**config.mk**
```make
export PLATFORM = sky130hd
export DESIGN_NAME = jtframe_dump_sched_flat
export DESIGN_NICKNAME = d
export VERILOG_FILES = /design/src/rtl/jtframe_dump_pkg.sv /design/src/rtl/jtframe_dump_sched_if.sv /design/src/rtl/jtframe_dump_edge.sv /design/src/rtl/jtframe_dump_sched.sv /design/src/flat_wrapper.sv
export SDC_FILE = /design/constraint.sdc
export NUM_CORES = 1
export LEC_CHECK = 0
export ABC_AREA = 1
export CORE_ASPECT_RATIO = 2
export CORE_UTILIZATION = 47
export CTS_CLUSTER_DIAMETER = 30
export CTS_CLUSTER_SIZE = 28
export DETAILED_ROUTE_END_ITERATION = 12
export PLACE_DENSITY = 0.67
export REMOVE_ABC_BUFFERS = 1
export SLEW_MARGIN = 0
export SYNTH_ARGS = -nofsm -noshare
export SYNTH_HDL_FRONTEND = slang
export SYNTH_SLANG_ARGS = --single-unit
export TNS_END_PERCENT = 30
```
**constraint.sdc**
```tcl
create_clock -name clk -period 2.5 [get_ports clk]
set_input_delay 0.625 -clock clk [delete_from_list [all_inputs] [get_ports clk]]
set_output_delay 0.625 -clock clk [all_outputs]
set_load 0.03 [all_outputs]
```
**src/rtl/jtframe_dump_pkg.sv**
```systemverilog
// Shared definitions for the waveform-dump frame scheduler.
package jtframe_dump_pkg;

    // Scheduler states, also exported on the debug state port.
    typedef enum logic [1:0] {
        ST_IDLE   = 2'd0,
        ST_WAIT   = 2'd1,
        ST_ACTIVE = 2'd2,
        ST_DONE   = 2'd3
    } dump_state_e;

    localparam int DEF_SYNC_STAGES = 2;
    localparam int DEF_CNT_W       = 32;
    localparam int DEF_LEN_W       = 16;

    // Window-open test applied on a frame boundary while waiting.
    function automatic logic start_ok(input logic trig_led,
                                      input logic led_pending,
                                      input logic cnt_reached);
        return trig_led ? led_pending : cnt_reached;
    endfunction

endpackage

```
**src/rtl/jtframe_dump_sched_if.sv**
```systemverilog
// Harness-side bundle: sync inputs, capture configuration and scheduler status.
interface jtframe_dump_sched_if #(
    parameter int CNT_W = 32,
    parameter int LEN_W = 16
);
    logic             vs;
    logic             led;
    logic             arm;
    logic [CNT_W-1:0] cfg_start;
    logic [LEN_W-1:0] cfg_len;
    logic             cfg_trig_led;
    logic [CNT_W-1:0] frame_cnt;
    logic             dump_en;
    logic             dump_start;
    logic             dump_stop;
    logic             done;
    logic [1:0]       state;

    // Harness side: drives sync/config, observes status.
    modport master (
        output vs, led, arm, cfg_start, cfg_len, cfg_trig_led,
        input  frame_cnt, dump_en, dump_start, dump_stop, done, state
    );

    // Scheduler side.
    modport slave (
        input  vs, led, arm, cfg_start, cfg_len, cfg_trig_led,
        output frame_cnt, dump_en, dump_start, dump_stop, done, state
    );
endinterface

```
**src/rtl/jtframe_dump_edge.sv**
```systemverilog
// Resynchronises an asynchronous pin and flags one edge direction.
// The edge flag is combinational from the last sync stage and a history flop,
// so a pin change is seen by the consumer SYNC_STAGES+1 clocks later.
module jtframe_dump_edge #(
    parameter int SYNC_STAGES = 2,
    parameter bit RISING      = 1'b1
) (
    input  logic clk,
    input  logic rst,
    input  logic pin_i,
    output logic edge_o
);
    logic [SYNC_STAGES-1:0] sync_q;
    logic                   hist_q;
    logic                   cur;

    assign cur = sync_q[SYNC_STAGES-1];

    // Synchroniser shift chain plus one history flop for edge detection.
    always_ff @(posedge clk) begin
        if (rst) begin
            sync_q <= '0;
            hist_q <= 1'b0;
        end else begin
            sync_q <= {sync_q[SYNC_STAGES-2:0], pin_i};
            hist_q <= cur;
        end
    end

    assign edge_o = RISING ? (~hist_q & cur) : (hist_q & ~cur);

endmodule

```
**src/rtl/jtframe_dump_sched.sv**
```systemverilog
// Frame-window scheduler: counts VS falling edges and opens a dump window
// either at a programmed frame or after an LED rising edge.
module jtframe_dump_sched
    import jtframe_dump_pkg::*;
#(
    parameter int SYNC_STAGES = DEF_SYNC_STAGES,
    parameter int CNT_W       = DEF_CNT_W,
    parameter int LEN_W       = DEF_LEN_W
) (
    input logic                  clk,
    input logic                  rst,
    jtframe_dump_sched_if.slave  bus
);
    logic vs_fall;
    logic led_rise;

    jtframe_dump_edge #(.SYNC_STAGES(SYNC_STAGES), .RISING(1'b0)) u_vs_edge (
        .clk    (clk),
        .rst    (rst),
        .pin_i  (bus.vs),
        .edge_o (vs_fall)
    );

    jtframe_dump_edge #(.SYNC_STAGES(SYNC_STAGES), .RISING(1'b1)) u_led_edge (
        .clk    (clk),
        .rst    (rst),
        .pin_i  (bus.led),
        .edge_o (led_rise)
    );

    dump_state_e      state_q,       state_d;
    logic [CNT_W-1:0] frame_cnt_q,   frame_cnt_d;
    logic [LEN_W-1:0] remaining_q,   remaining_d;
    logic [CNT_W-1:0] start_sh_q,    start_sh_d;
    logic [LEN_W-1:0] len_sh_q,      len_sh_d;
    logic             trig_sh_q,     trig_sh_d;
    logic             led_pending_q, led_pending_d;
    logic             abort_q,       abort_d;
    logic             dump_en_q,     dump_en_d;
    logic             dump_start_q,  dump_start_d;
    logic             dump_stop_q,   dump_stop_d;
    logic             done_q,        done_d;

    // State, counters, shadow config and registered outputs.
    always_ff @(posedge clk) begin
        if (rst) begin
            state_q       <= ST_IDLE;
            frame_cnt_q   <= '0;
            remaining_q   <= '0;
            start_sh_q    <= '0;
            len_sh_q      <= '0;
            trig_sh_q     <= 1'b0;
            led_pending_q <= 1'b0;
            abort_q       <= 1'b0;
            dump_en_q     <= 1'b0;
            dump_start_q  <= 1'b0;
            dump_stop_q   <= 1'b0;
            done_q        <= 1'b0;
        end else begin
            state_q       <= state_d;
            frame_cnt_q   <= frame_cnt_d;
            remaining_q   <= remaining_d;
            start_sh_q    <= start_sh_d;
            len_sh_q      <= len_sh_d;
            trig_sh_q     <= trig_sh_d;
            led_pending_q <= led_pending_d;
            abort_q       <= abort_d;
            dump_en_q     <= dump_en_d;
            dump_start_q  <= dump_start_d;
            dump_stop_q   <= dump_stop_d;
            done_q        <= done_d;
        end
    end

    // Next-state and output decode; window edges only happen on vs_fall.
    always_comb begin
        state_d       = state_q;
        frame_cnt_d   = frame_cnt_q + (vs_fall ? CNT_W'(1) : CNT_W'(0));
        remaining_d   = remaining_q;
        start_sh_d    = start_sh_q;
        len_sh_d      = len_sh_q;
        trig_sh_d     = trig_sh_q;
        led_pending_d = led_pending_q;
        abort_d       = abort_q;
        dump_en_d     = dump_en_q;
        dump_start_d  = 1'b0;
        dump_stop_d   = 1'b0;

        unique case (state_q)
            ST_IDLE: begin
                if (bus.arm) begin
                    start_sh_d    = bus.cfg_start;
                    len_sh_d      = bus.cfg_len;
                    trig_sh_d     = bus.cfg_trig_led;
                    led_pending_d = 1'b0;
                    state_d       = ST_WAIT;
                end
            end

            ST_WAIT: begin
                // An LED edge coinciding with the boundary only counts next frame,
                // because the start test below uses the registered pending flag.
                led_pending_d = led_pending_q | led_rise;
                if (!bus.arm) begin
                    state_d = ST_IDLE;
                end else if (vs_fall &&
                             start_ok(trig_sh_q, led_pending_q, frame_cnt_q >= start_sh_q)) begin
                    state_d      = ST_ACTIVE;
                    dump_en_d    = 1'b1;
                    dump_start_d = 1'b1;
                    remaining_d  = len_sh_q;
                    abort_d      = 1'b0;
                end
            end

            ST_ACTIVE: begin
                // A dropped arm is remembered so the window still ends on a boundary.
                abort_d = abort_q | ~bus.arm;
                if (vs_fall) begin
                    if (abort_q || !bus.arm ||
                        (len_sh_q != '0 && remaining_q == LEN_W'(1))) begin
                        state_d     = ST_DONE;
                        dump_en_d   = 1'b0;
                        dump_stop_d = 1'b1;
                        abort_d     = 1'b0;
                    end else if (len_sh_q != '0) begin
                        remaining_d = remaining_q - LEN_W'(1);
                    end
                end
            end

            ST_DONE: begin
                if (!bus.arm) begin
                    state_d = ST_IDLE;
                end
            end

            default: state_d = ST_IDLE;
        endcase

        done_d = (state_d == ST_DONE);
    end

    assign bus.frame_cnt  = frame_cnt_q;
    assign bus.dump_en    = dump_en_q;
    assign bus.dump_start = dump_start_q;
    assign bus.dump_stop  = dump_stop_q;
    assign bus.done       = done_q;
    assign bus.state      = state_q;

endmodule

```
**src/flat_wrapper.sv**
```systemverilog
// flat-port wrapper written by rule: the top's interface ports become plain ports
module jtframe_dump_sched_flat import jtframe_dump_pkg::*;
#(
    parameter int SYNC_STAGES = DEF_SYNC_STAGES,
    parameter int CNT_W       = DEF_CNT_W,
    parameter int LEN_W       = DEF_LEN_W
)
  (clk, rst, bus_vs, bus_led, bus_arm, bus_cfg_start, bus_cfg_len, bus_cfg_trig_led, bus_frame_cnt, bus_dump_en, bus_dump_start, bus_dump_stop, bus_done, bus_state);
  jtframe_dump_sched_if #(.CNT_W(CNT_W), .LEN_W(LEN_W)) bus_i ();
  input logic clk;
  input logic rst;
  input wire logic [$bits(bus_i.vs)-1:0] bus_vs;
  input wire logic [$bits(bus_i.led)-1:0] bus_led;
  input wire logic [$bits(bus_i.arm)-1:0] bus_arm;
  input wire logic [$bits(bus_i.cfg_start)-1:0] bus_cfg_start;
  input wire logic [$bits(bus_i.cfg_len)-1:0] bus_cfg_len;
  input wire logic [$bits(bus_i.cfg_trig_led)-1:0] bus_cfg_trig_led;
  output wire logic [$bits(bus_i.frame_cnt)-1:0] bus_frame_cnt;
  output wire logic [$bits(bus_i.dump_en)-1:0] bus_dump_en;
  output wire logic [$bits(bus_i.dump_start)-1:0] bus_dump_start;
  output wire logic [$bits(bus_i.dump_stop)-1:0] bus_dump_stop;
  output wire logic [$bits(bus_i.done)-1:0] bus_done;
  output wire logic [$bits(bus_i.state)-1:0] bus_state;
  assign bus_i.vs = bus_vs;
  assign bus_i.led = bus_led;
  assign bus_i.arm = bus_arm;
  assign bus_i.cfg_start = bus_cfg_start;
  assign bus_i.cfg_len = bus_cfg_len;
  assign bus_i.cfg_trig_led = bus_cfg_trig_led;
  assign bus_frame_cnt = bus_i.frame_cnt;
  assign bus_dump_en = bus_i.dump_en;
  assign bus_dump_start = bus_i.dump_start;
  assign bus_dump_stop = bus_i.dump_stop;
  assign bus_done = bus_i.done;
  assign bus_state = bus_i.state;
  jtframe_dump_sched #(.SYNC_STAGES(SYNC_STAGES), .CNT_W(CNT_W), .LEN_W(LEN_W)) u_core (.clk(clk), .rst(rst), .bus(bus_i));
endmodule
```
==> reports/results.ini <==
[global_routing]
antenna_found_initial=0
grt_pass1_vias=5795
grt_use_total=0.252
grt_pass1_wl_um=25200
grt_max_degree=47
grt_overflow_total=0

[synthesis]
synth_top_area_share=0.381
synth_mux_area_frac=0
synth_top_family_by_area=simple AND/OR/NAND/NOR gates
yosys.area.top_type=dfxtp_1
syn_inst=831
syn_avg_cell_area_um2=7.01
synth.area.top_cells=dfxtp_1, nand2_1, a21oi_1
synth-simple-area-share=0.256
synth_compound_area_frac=0.173
synth_xor_area_frac=0.00902
synth_seq_cells=111
synth_cell_types=41
ys_seq_area_frac=0.381
yosysWarnings=0
syn_area_um2=5830
synthAdderAreaFrac=0.0773

[place]
place_area_um2=7060
dp_hpwl_um=12100
port_buffers=91
dp_slack_ns=0.0897
gp_congestion=0.965
place_inst=1072

[clocking]
cts_tree=done
postCtsSetupBuffers=0
cts_buffers=9
root_buffer=clkbuf_16
clk-insertion-delay-late_ns=0.35
clkSlewWorstSetupHoldPaths_ns=0.07
hold_buffers=0
h-tree-depth=3
clock-sinks=111
cts_resized=0
cts_max_path_buffers=2

[critical_path]
cpMaxStageDelayCell=dfxtp_1
cp_top_family=simple AND/OR/NAND/NOR gates
cp_num_buf_inv=3
path_max_fanout=4
rr_worst_depth=16
crit_path_start_kind=flip-flop
crit_top_cell=nand2_1
crit_required_ns=2.74
criticalPathCategory=reg2reg
crit_arrival_ns=2.46
end_kind=flip-flop
cp_slowest_stage_delay_ns=0.30
path_depth=16
crit_chain=inv_1 > nand2_1 > inv_2 > ha_1 > ha_1 > nand2_1 > inv_2 > nand4_1 > nor2_2 > nand2_2 > nor2_4 > nand2_1 > nor2_2 > nand2_1 > o21ai_1 > a21oi_1

[layout]
diodes=0
final_cells=1088
final_core_util=0.605
most-common-layout-cells=nand2_1, dfxtp_1, nor2_1
final_common_cell=nand2_1
stdcell_area_um2=7340
drive_gt1_frac=0.103
syn2layout_area_growth_pct=25.9
nets=1026

[route]
finalWirelength_um=15500
wl_per_cell_um=14.2
drtIter0Drc=213
antenna_left=0
drc=0
drtPass1Iterations=7
vias=5730
vias_per_cell=5.27

[pwr]
p_leak_uw=0.00319
power.density_nw_per_um2=532
vdd_ir_drop_max_v=0.000551

[sta]
min_period_over_period=0.887
fmax_mhz=451
tightest_slew_ns=0.520
hold_viol=0
skew_ns=0.00777
setup_viol=0
setup_tns_ns=0
slew_viol_final=0
min_period_ns=2.22
rsz0062_at_grt=false
maxSlewHeadroom=0.650
timing.final.ws_setup_ns=0.282

[die]
ios=92
rows=57
coreArea_um2=12100
dieArea_um2=12900
die_w_um=80.7
start_util=0.481
die_h_um=159

[min_path]
min_path_type=reg2reg
holdPathStages=2

[job]
drv_cap=0

[status]
status=completed

[layer usage]
layer  part of all wire  global-route usage
met5                  0                   0
met1               0.35               0.230
met4              0.060               0.180
met3              0.035              0.0327
met2               0.56               0.480
[power by group]
| group | internal (uW) | switching [uW] | total, uW | leakage [uW] |
|---|---|---|---|---|
| Sequential | 1860 | 42.5 | 1900 | 0.000909 |
| Clock | 709 | 667 | 1380 | 0.000139 |
| Combinational | 254 | 372 | 627 | 0.00214 |
[final timing paths]
kind                               start                     endpoint  slack (ns)
max           u_core.u_vs_edge.sync_q[1]     u_core.bus.frame_cnt[22]        0.28
min          u_core.u_led_edge.sync_q[0]  u_core.u_led_edge.sync_q[1]        0.41
max reg2reg   u_core.u_vs_edge.sync_q[1]     u_core.bus.frame_cnt[22]        0.28
min reg2reg  u_core.u_led_edge.sync_q[0]  u_core.u_led_edge.sync_q[1]        0.41
[registers in the layout, indices dropped and copies added (netlist names)]
register,cells
u_core.bus.frame_cnt,32
u_core.start_sh_q,32
u_core.len_sh_q,16
u_core.remaining_q,16
u_core.bus.state,2
u_core.u_led_edge.sync_q,2
u_core.u_vs_edge.sync_q,2
u_core.abort_q,1
u_core.bus.done,1
u_core.bus.dump_en,1
u_core.bus.dump_start,1
u_core.bus.dump_stop,1
u_core.led_pending_q,1
u_core.trig_sh_q,1
u_core.u_led_edge.hist_q,1
u_core.u_vs_edge.hist_q,1
[stage by stage]
stage / hold slack, ns / power, uW
after floorplan: 0.388 / 2320
after global placement: 0.402 / 2550
after detailed placement: 0.405 / 2570
after CTS: 0.417 / 3950
after global routing: 0.439 / 4090
final: 0.415 / 3900
[cell usage after synthesis]
cell	count
nor3b_2	1
a21oi_4	1
nor2_2	8
xnor2_1	2
nand2_1	137
or2_2	1
nand4_1	9
a211oi_2	1
nand3b_1	2
inv_4	1
nand3_2	1
a21o_1	2
buf_1	2
o21ai_1	6
nand2_2	6
o21a_1	4
clkinv_1	1
xor2_1	4
a21oi_2	1
buf_2	4
nand2_4	2
nand4_2	1
o22ai_1	1
nand3_1	35
inv_2	17
nor3_1	14
inv_1	102
nor4_1	1
nor2_4	4
nor2_8	1
a21oi_1	98
nor3b_1	1
buf_6	4
nor2_1	108
o21ai_0	75
nor3_2	2
and3_1	1
ha_1	36
dfxtp_1	111
clkbuf_1	19
a31oi_1	4
[kinds of logic (layout without fill, tap and decap cells)]
group | after synthesis | after routing
AND/OR/NAND/NOR | 335 | 335
flip-flops | 111 | 111
AO/OA/AOI/OAI | 193 | 193
XOR/XNOR | 6 | 6
adder cells (fa/ha/maj) | 36 | 36
buffers and inverters | 150 | 260
[area by class of cell]
class	instances	area, um2
well taps	147	184
inverters	121	457
multi-input cells	570	3010
clock inverters	6	43.8
flip-flops and latches	111	2220
clock buffers	10	239
fillers	1195	4780
repair buffers	123	1190
[worst min-delay path, stage by stage (launching register included)]
cell and delay (ns):
dfxtp_1 0.30, inv_1 0.05, nor2_1 0.03
(Power assumes the default switching activity.)
